===== src/rtl/exec_pkg.sv =====
// Shared EX-stage types and constants for the iterative multiplier.
package exec_pkg;

  // Operand and result width of the LEGv8 MUL datapath.
  localparam int unsigned MUL_W = 64;

  typedef enum logic [1:0] {
    IDLE,
    BUSY,
    DONE
  } mul_state_t;

endpackage


===== src/rtl/mul_step.sv =====
// One radix-2 shift-add step: conditionally accumulate, then shift both operands.
module mul_step
  import exec_pkg::*;
#(
  parameter int unsigned N = MUL_W
) (
  input  logic [N-1:0] acc,
  input  logic [N-1:0] mcand,
  input  logic [N-1:0] mplier,
  output logic [N-1:0] acc_nxt,
  output logic [N-1:0] mcand_nxt,
  output logic [N-1:0] mplier_nxt
);

  // Carry out of the add is dropped, so the accumulator keeps only the low N bits.
  always_comb begin
    acc_nxt    = mplier[0] ? (acc + mcand) : acc;
    mcand_nxt  = mcand << 1;
    mplier_nxt = mplier >> 1;
  end

endmodule


===== src/rtl/mul_seq_ctrl.sv =====
// EX-stage sequencer for the iterative N-bit shift-add multiply.
// Holds the front of the pipeline via stall_E until the product is ready.
// Build option: define MUL_EARLY_EXIT_EN to finish as soon as the remaining
// multiplier bits are all zero (same result, shorter latency).
module mul_seq_ctrl
  import exec_pkg::*;
#(
  parameter int unsigned N = MUL_W
) (
  input  logic         clk,
  input  logic         reset,
  input  logic         mulStart_E,
  input  logic         flush_E,
  input  logic [N-1:0] opA_E,
  input  logic [N-1:0] opB_E,
  output logic         stall_E,
  output logic         busy_E,
  output logic         done_E,
  output logic [N-1:0] mulResult_E
);

  localparam int unsigned CntW = (N > 1) ? $clog2(N) : 1;
  localparam logic [CntW-1:0] CntLast = CntW'(N - 1);

  mul_state_t state_q, state_d;

  logic [N-1:0]    acc_q, mcand_q, mplier_q, result_q;
  logic [N-1:0]    acc_nxt, mcand_nxt, mplier_nxt;
  logic [CntW-1:0] count_q;
  logic            start, last_iter, finish;

  mul_step #(
    .N(N)
  ) u_mul_step (
    .acc       (acc_q),
    .mcand     (mcand_q),
    .mplier    (mplier_q),
    .acc_nxt   (acc_nxt),
    .mcand_nxt (mcand_nxt),
    .mplier_nxt(mplier_nxt)
  );

  // Accept decode and end-of-iteration detection.
  always_comb begin
    start     = mulStart_E & ~flush_E;
    last_iter = (count_q == CntLast);
`ifdef MUL_EARLY_EXIT_EN
    // Remaining multiplier bits all zero: further steps cannot change acc.
    finish    = last_iter | (mplier_nxt == '0);
`else
    finish    = last_iter;
`endif
  end

  // State register.
  always_ff @(posedge clk or negedge reset) begin
    if (!reset) begin
      state_q <= IDLE;
    end else begin
      state_q <= state_d;
    end
  end

  // Next-state logic; a flush during BUSY wins over completion.
  always_comb begin
    state_d = state_q;
    case (state_q)
      IDLE: if (start) state_d = BUSY;
      BUSY: begin
        if (flush_E) begin
          state_d = IDLE;
        end else if (finish) begin
          state_d = DONE;
        end
      end
      DONE:    state_d = IDLE;
      default: state_d = IDLE;
    endcase
  end

  // Output decode; stall is raised combinationally on the accept cycle.
  always_comb begin
    stall_E = 1'b0;
    busy_E  = 1'b0;
    done_E  = 1'b0;
    case (state_q)
      IDLE: stall_E = start;
      BUSY: begin
        stall_E = 1'b1;
        busy_E  = 1'b1;
      end
      DONE:    done_E = 1'b1;
      default: ;
    endcase
  end

  // Operand load on accept, one shift-add step per BUSY cycle.
  always_ff @(posedge clk or negedge reset) begin
    if (!reset) begin
      acc_q    <= '0;
      mcand_q  <= '0;
      mplier_q <= '0;
      count_q  <= '0;
    end else if (state_q == IDLE && start) begin
      acc_q    <= '0;
      mcand_q  <= opA_E;
      mplier_q <= opB_E;
      count_q  <= '0;
    end else if (state_q == BUSY) begin
      acc_q    <= acc_nxt;
      mcand_q  <= mcand_nxt;
      mplier_q <= mplier_nxt;
      // Counter is reloaded by the next accept rather than wrapping.
      if (!last_iter) begin
        count_q <= count_q + CntW'(1);
      end
    end
  end

  // Result register; only a completed, unflushed multiply updates it.
  always_ff @(posedge clk or negedge reset) begin
    if (!reset) begin
      result_q <= '0;
    end else if (state_q == BUSY && finish && !flush_E) begin
      result_q <= acc_nxt;
    end
  end

  assign mulResult_E = result_q;

endmodule


===== config.mk =====
export PLATFORM = sky130hd
export DESIGN_NAME = mul_seq_ctrl
export DESIGN_NICKNAME = d
export VERILOG_FILES = /design/src/rtl/exec_pkg.sv /design/src/rtl/mul_step.sv /design/src/rtl/mul_seq_ctrl.sv
export SDC_FILE = /design/constraint.sdc
export NUM_CORES = 1
export LEC_CHECK = 0
export ABC_AREA = 1
export CAP_MARGIN = 25
export CORE_MARGIN = 2
export CORE_UTILIZATION = 50
export CTS_BUF_LIST = sky130_fd_sc_hd__clkbuf_2 sky130_fd_sc_hd__clkbuf_4 sky130_fd_sc_hd__clkbuf_8
export CTS_CLUSTER_DIAMETER = 30
export DETAILED_ROUTE_END_ITERATION = 10
export MAX_ROUTING_LAYER = met4
export PLACE_DENSITY_LB_ADDON = 0.25
export RECOVER_POWER = 50
export REMOVE_ABC_BUFFERS = 1
export SYNTH_ARGS = -nofsm -noshare
export SYNTH_HDL_FRONTEND = slang
export SYNTH_SLANG_ARGS = --single-unit

===== constraint.sdc =====
create_clock -name clk -period 2.2 [get_ports clk]
set_input_delay 0.22 -clock clk [delete_from_list [all_inputs] [get_ports clk]]
set_output_delay 0.22 -clock clk [all_outputs]
set_load 0.05 [all_outputs]

==> flow_metrics.tcl, run 1 <==
set metrics [dict create \
    status "finished, violations left" \
    violations "max-capacitance violations, max-slew violations, negative setup slack" \
    ioPinCount 199 \
    yosysUniqueCellTypes 35 \
    fin_crit_sh 1.023 \
    area_delta_synth_final_pct 43.84 \
    synthMuxAreaShare 0 \
    reg2reg_from "acc_q[2]" \
    r2r_slack_ns -0.05 \
    clockBufferDepth 3 \
    cp-start-kind "flip-flop" \
    combPwrFrac 0.578 \
    routed_via_density 5.291 \
    finalCriticalPeriod_ns 2.250 \
    ir_drop_uv 855.6 \
    crit_top_cell "nand2_4" \
    maxCapViolations 1 \
    final.setup_skew_ns 0.05963 \
    firstDrtPassIters 5 \
    clk_latency_ns 0.69 \
    syn-instance-count 2566 \
    h-tree-depth 2 \
    final_common_cell "nand2_1" \
    fin_ws_ns -0.05040 \
    path_clk_slew_ns 0.06 \
    internal-power_mw 18.45 \
    die_h_um 189.4 \
    clock-sinks 264 \
    synth_compound_area_frac 0.07976 \
    worstSetupEndpointType "flip-flop" \
    fin_nets 3188 \
    hold_class "primary input to flip-flop" \
    p_sw_frac 0.4436 \
    drive_gt1_frac 0.2492 \
    slew_headroom -0.2321 \
    first_iter_violations 1289 \
    worst_pin_slew_ns 1.848 \
    syn_area_um2 17190 \
    antenna_cells 0 \
    path_cells "ha_4 > buf_4 > nand2_1 > nor2_2 > nand2_4 > nand3_4 > nand2_4 > nand2_4 > nand2_2 > nand2_4 > nand2_2 > nand3_1 > nand3_1 > nand3_1 > nand2_1" \
    synth_edf_count 0 \
    p_seq_frac 0.229 \
    synth_ff_type "dfrtp_1" \
    grt_max_degree 98 \
    holdPathEnd "mplier_q[63]" \
    cp.arrival_ns 2.79 \
    io_buffers 198 \
    timing.critical_path.buf_inv 1 \
    drc 0 \
    cp_max_fo 5 \
    synth_top_family_by_area "simple AND/OR/NAND/NOR gates" \
    slowest_delay_ns 0.41 \
    start_util 0.5102 \
    cts_tree "yes" \
    cts-buffers-inserted 60 \
    post-place-ws_ns -0.2542 \
    maxSlewViolCount 76 \
    path_class "flip-flop to flip-flop" \
    dieArea_um2 35890 \
    grt_antenna_before_repair 1 \
    synth_adder_area_share 0.04774 \
    die_x_um 189.4 \
    rr_endpoint "acc_q[46]" \
    power_per_cell_area_nw_per_um2 1341 \
    async_flop_share 1.000 \
    holdCritStartpoint "opB_E[63]" \
    via_count 18450 \
    gp_congestion 0.9258 \
    ys_warn_count 0 \
    power.static_leakage_nw 12.97 \
    hold_viol_final 0 \
    grt_usage 0.3454 \
    grt_pass1_vias 17970 \
    avgSynthCellArea_um2 6.701 \
    synth_xor_area_frac 0.01477 \
    synth-simple-area-share 0.3650 \
    rsz0062_at_grt "yes" \
    rr_worst_depth 15 \
    wl_per_cell_um 17.71 \
    fmax_ghz 0.4444 \
    crit_family "simple AND/OR/NAND/NOR gates" \
    required_ns 2.74 \
    placeableCoreArea_um2 33700 \
    drtAntennaViolNets 0 \
    grt_pass1_wl_um 94580 \
    routed_wirelength_um 61730 \
    yosys_register_bits 264 \
    rows 67 \
    gr-total-overflow 0 \
    ys_seq_area_frac 0.3842 \
    crit_slowest_cell "dfrtp_1" \
    post-dp-hpwl_um 42810 \
    final_cell_mix "nand2_1 (966), inv_1 (382), dfrtp_1 (257)" \
    clkPwrFrac 0.192 \
    finalSetupTns_ns -0.2914 \
    hold_depth 3 \
    setup_viol 17 \
    switching_power_mw 14.71 \
    clockRootBuffer "clkbuf_8" \
]
[registers in the layout (all words and copies together), names as in the netlist]
name	cells
acc_q	64
count_q	6
mcand_q	64
mplier_q	64
mulResult_E	64
state_q	2
[power by group through the flow]
stage               clock network, mW  logic (mW)  registers [mW]
floorplan                           0        8.87            7.09
global placement                    0        15.0            7.13
detailed placement                  0        15.4            7.18
CTS                              6.44        16.5            7.28
global route                     6.70        20.9            7.72
finish                           6.38        19.2            7.60
[routing by layer]
layer,up-vias,GRT usage,wire [um]
met3,103,0.05579,5039
met5,-,-,0
met2,745,0.5218,27820
met1,8730,0.4812,27370
li1,8868,-,-
met4,0,0.09869,1510
[per-stage QoR]
step	hold slack [ns]	total power, mW	area [um2]	cells	utilization
after floorplan	-0.07559	15.96	16830	2485	-
after global placement	0.2508	22.18	21250	3352	0.6305
after detailed placement	0.2553	22.54	21250	3352	0.6305
after CTS	0.05943	30.25	23350	3473	0.6930
after global routing	0.09091	35.33	24730	3486	0.7339
final	0.08787	33.17	24730	3486	0.7339
[logic make-up after synthesis]
group	count (synthesis)
flip-flops	264
buffers and inverters	482
AND/OR/NAND/NOR	1508
XOR/XNOR	29
adder cells (fa/ha/maj)	65
AO/OA/AOI/OAI	218
[cell usage after synthesis (16+ instances only)]
library cell  instances  area, um2
o21ai_0              43      215.2
nand2_2              16      100.1
or2_2                31      193.9
nand3_1             211       1056
xor2_1               17      148.9
nor2_1              106      397.9
buf_2                45      225.2
a22oi_1              26      195.2
o21ai_1              22      110.1
o221ai_1             26      227.7
a21oi_1              47      235.2
nand2_1            1083       4065
o211ai_1             29      217.7
dfrtp_1             264       6606
clkbuf_1             33      123.9
inv_1               390       1464
o22ai_1              18      112.6
ha_1                 64      800.8
[worst max path at each step]
stage / to / startpoint / cells after the start / slack, ns
after floorplan: mcand_q[13] / state_q[0] / 4 / -8.81
after global placement: mulResult_E[38] / acc_q[0] / 14 / -0.16
after detailed placement: acc_q[38] / acc_q[0] / 14 / -0.25
after CTS: acc_q[38] / mcand_q[0] / 14 / -0.04
after global routing: acc_q[44] / mcand_q[0] / 16 / -0.19
final: acc_q[46] / acc_q[2] / 15 / -0.05
[tightest hold or removal path: stages]
cell             delay [ns]
clkdlybuf4s50_1        0.40
nand2_1                0.06
nand2_1                0.05
[area by class of cell]
cell class | instances | area (um2)
multi-input combinational | 1820 | 10580
fill | 2614 | 8967
sequential | 264 | 6615
timing repair buffer | 444 | 4078
inverter | 401 | 1523
clock buffer | 75 | 1001
tap | 448 | 560.5
clock inverter | 34 | 380.4
[what timing repair did]
action	4_1_cts	5_1_grt
gates cloned	3	0
endpoints found under the setup margin	103	121
hold buffers	1	0
resized for setup	120	300
pin swaps	11	51
endpoints found under the hold margin	124	0
buffers inserted	8	16
Note: power is estimated with default switching activity, not from simulation.
==> run 2, diff against run 1 <==
Settings changed: CAP_MARGIN 25 to 20.
==> results of run 2 <==
No change in the layout: final DEF, timing and power equal those of run 1.
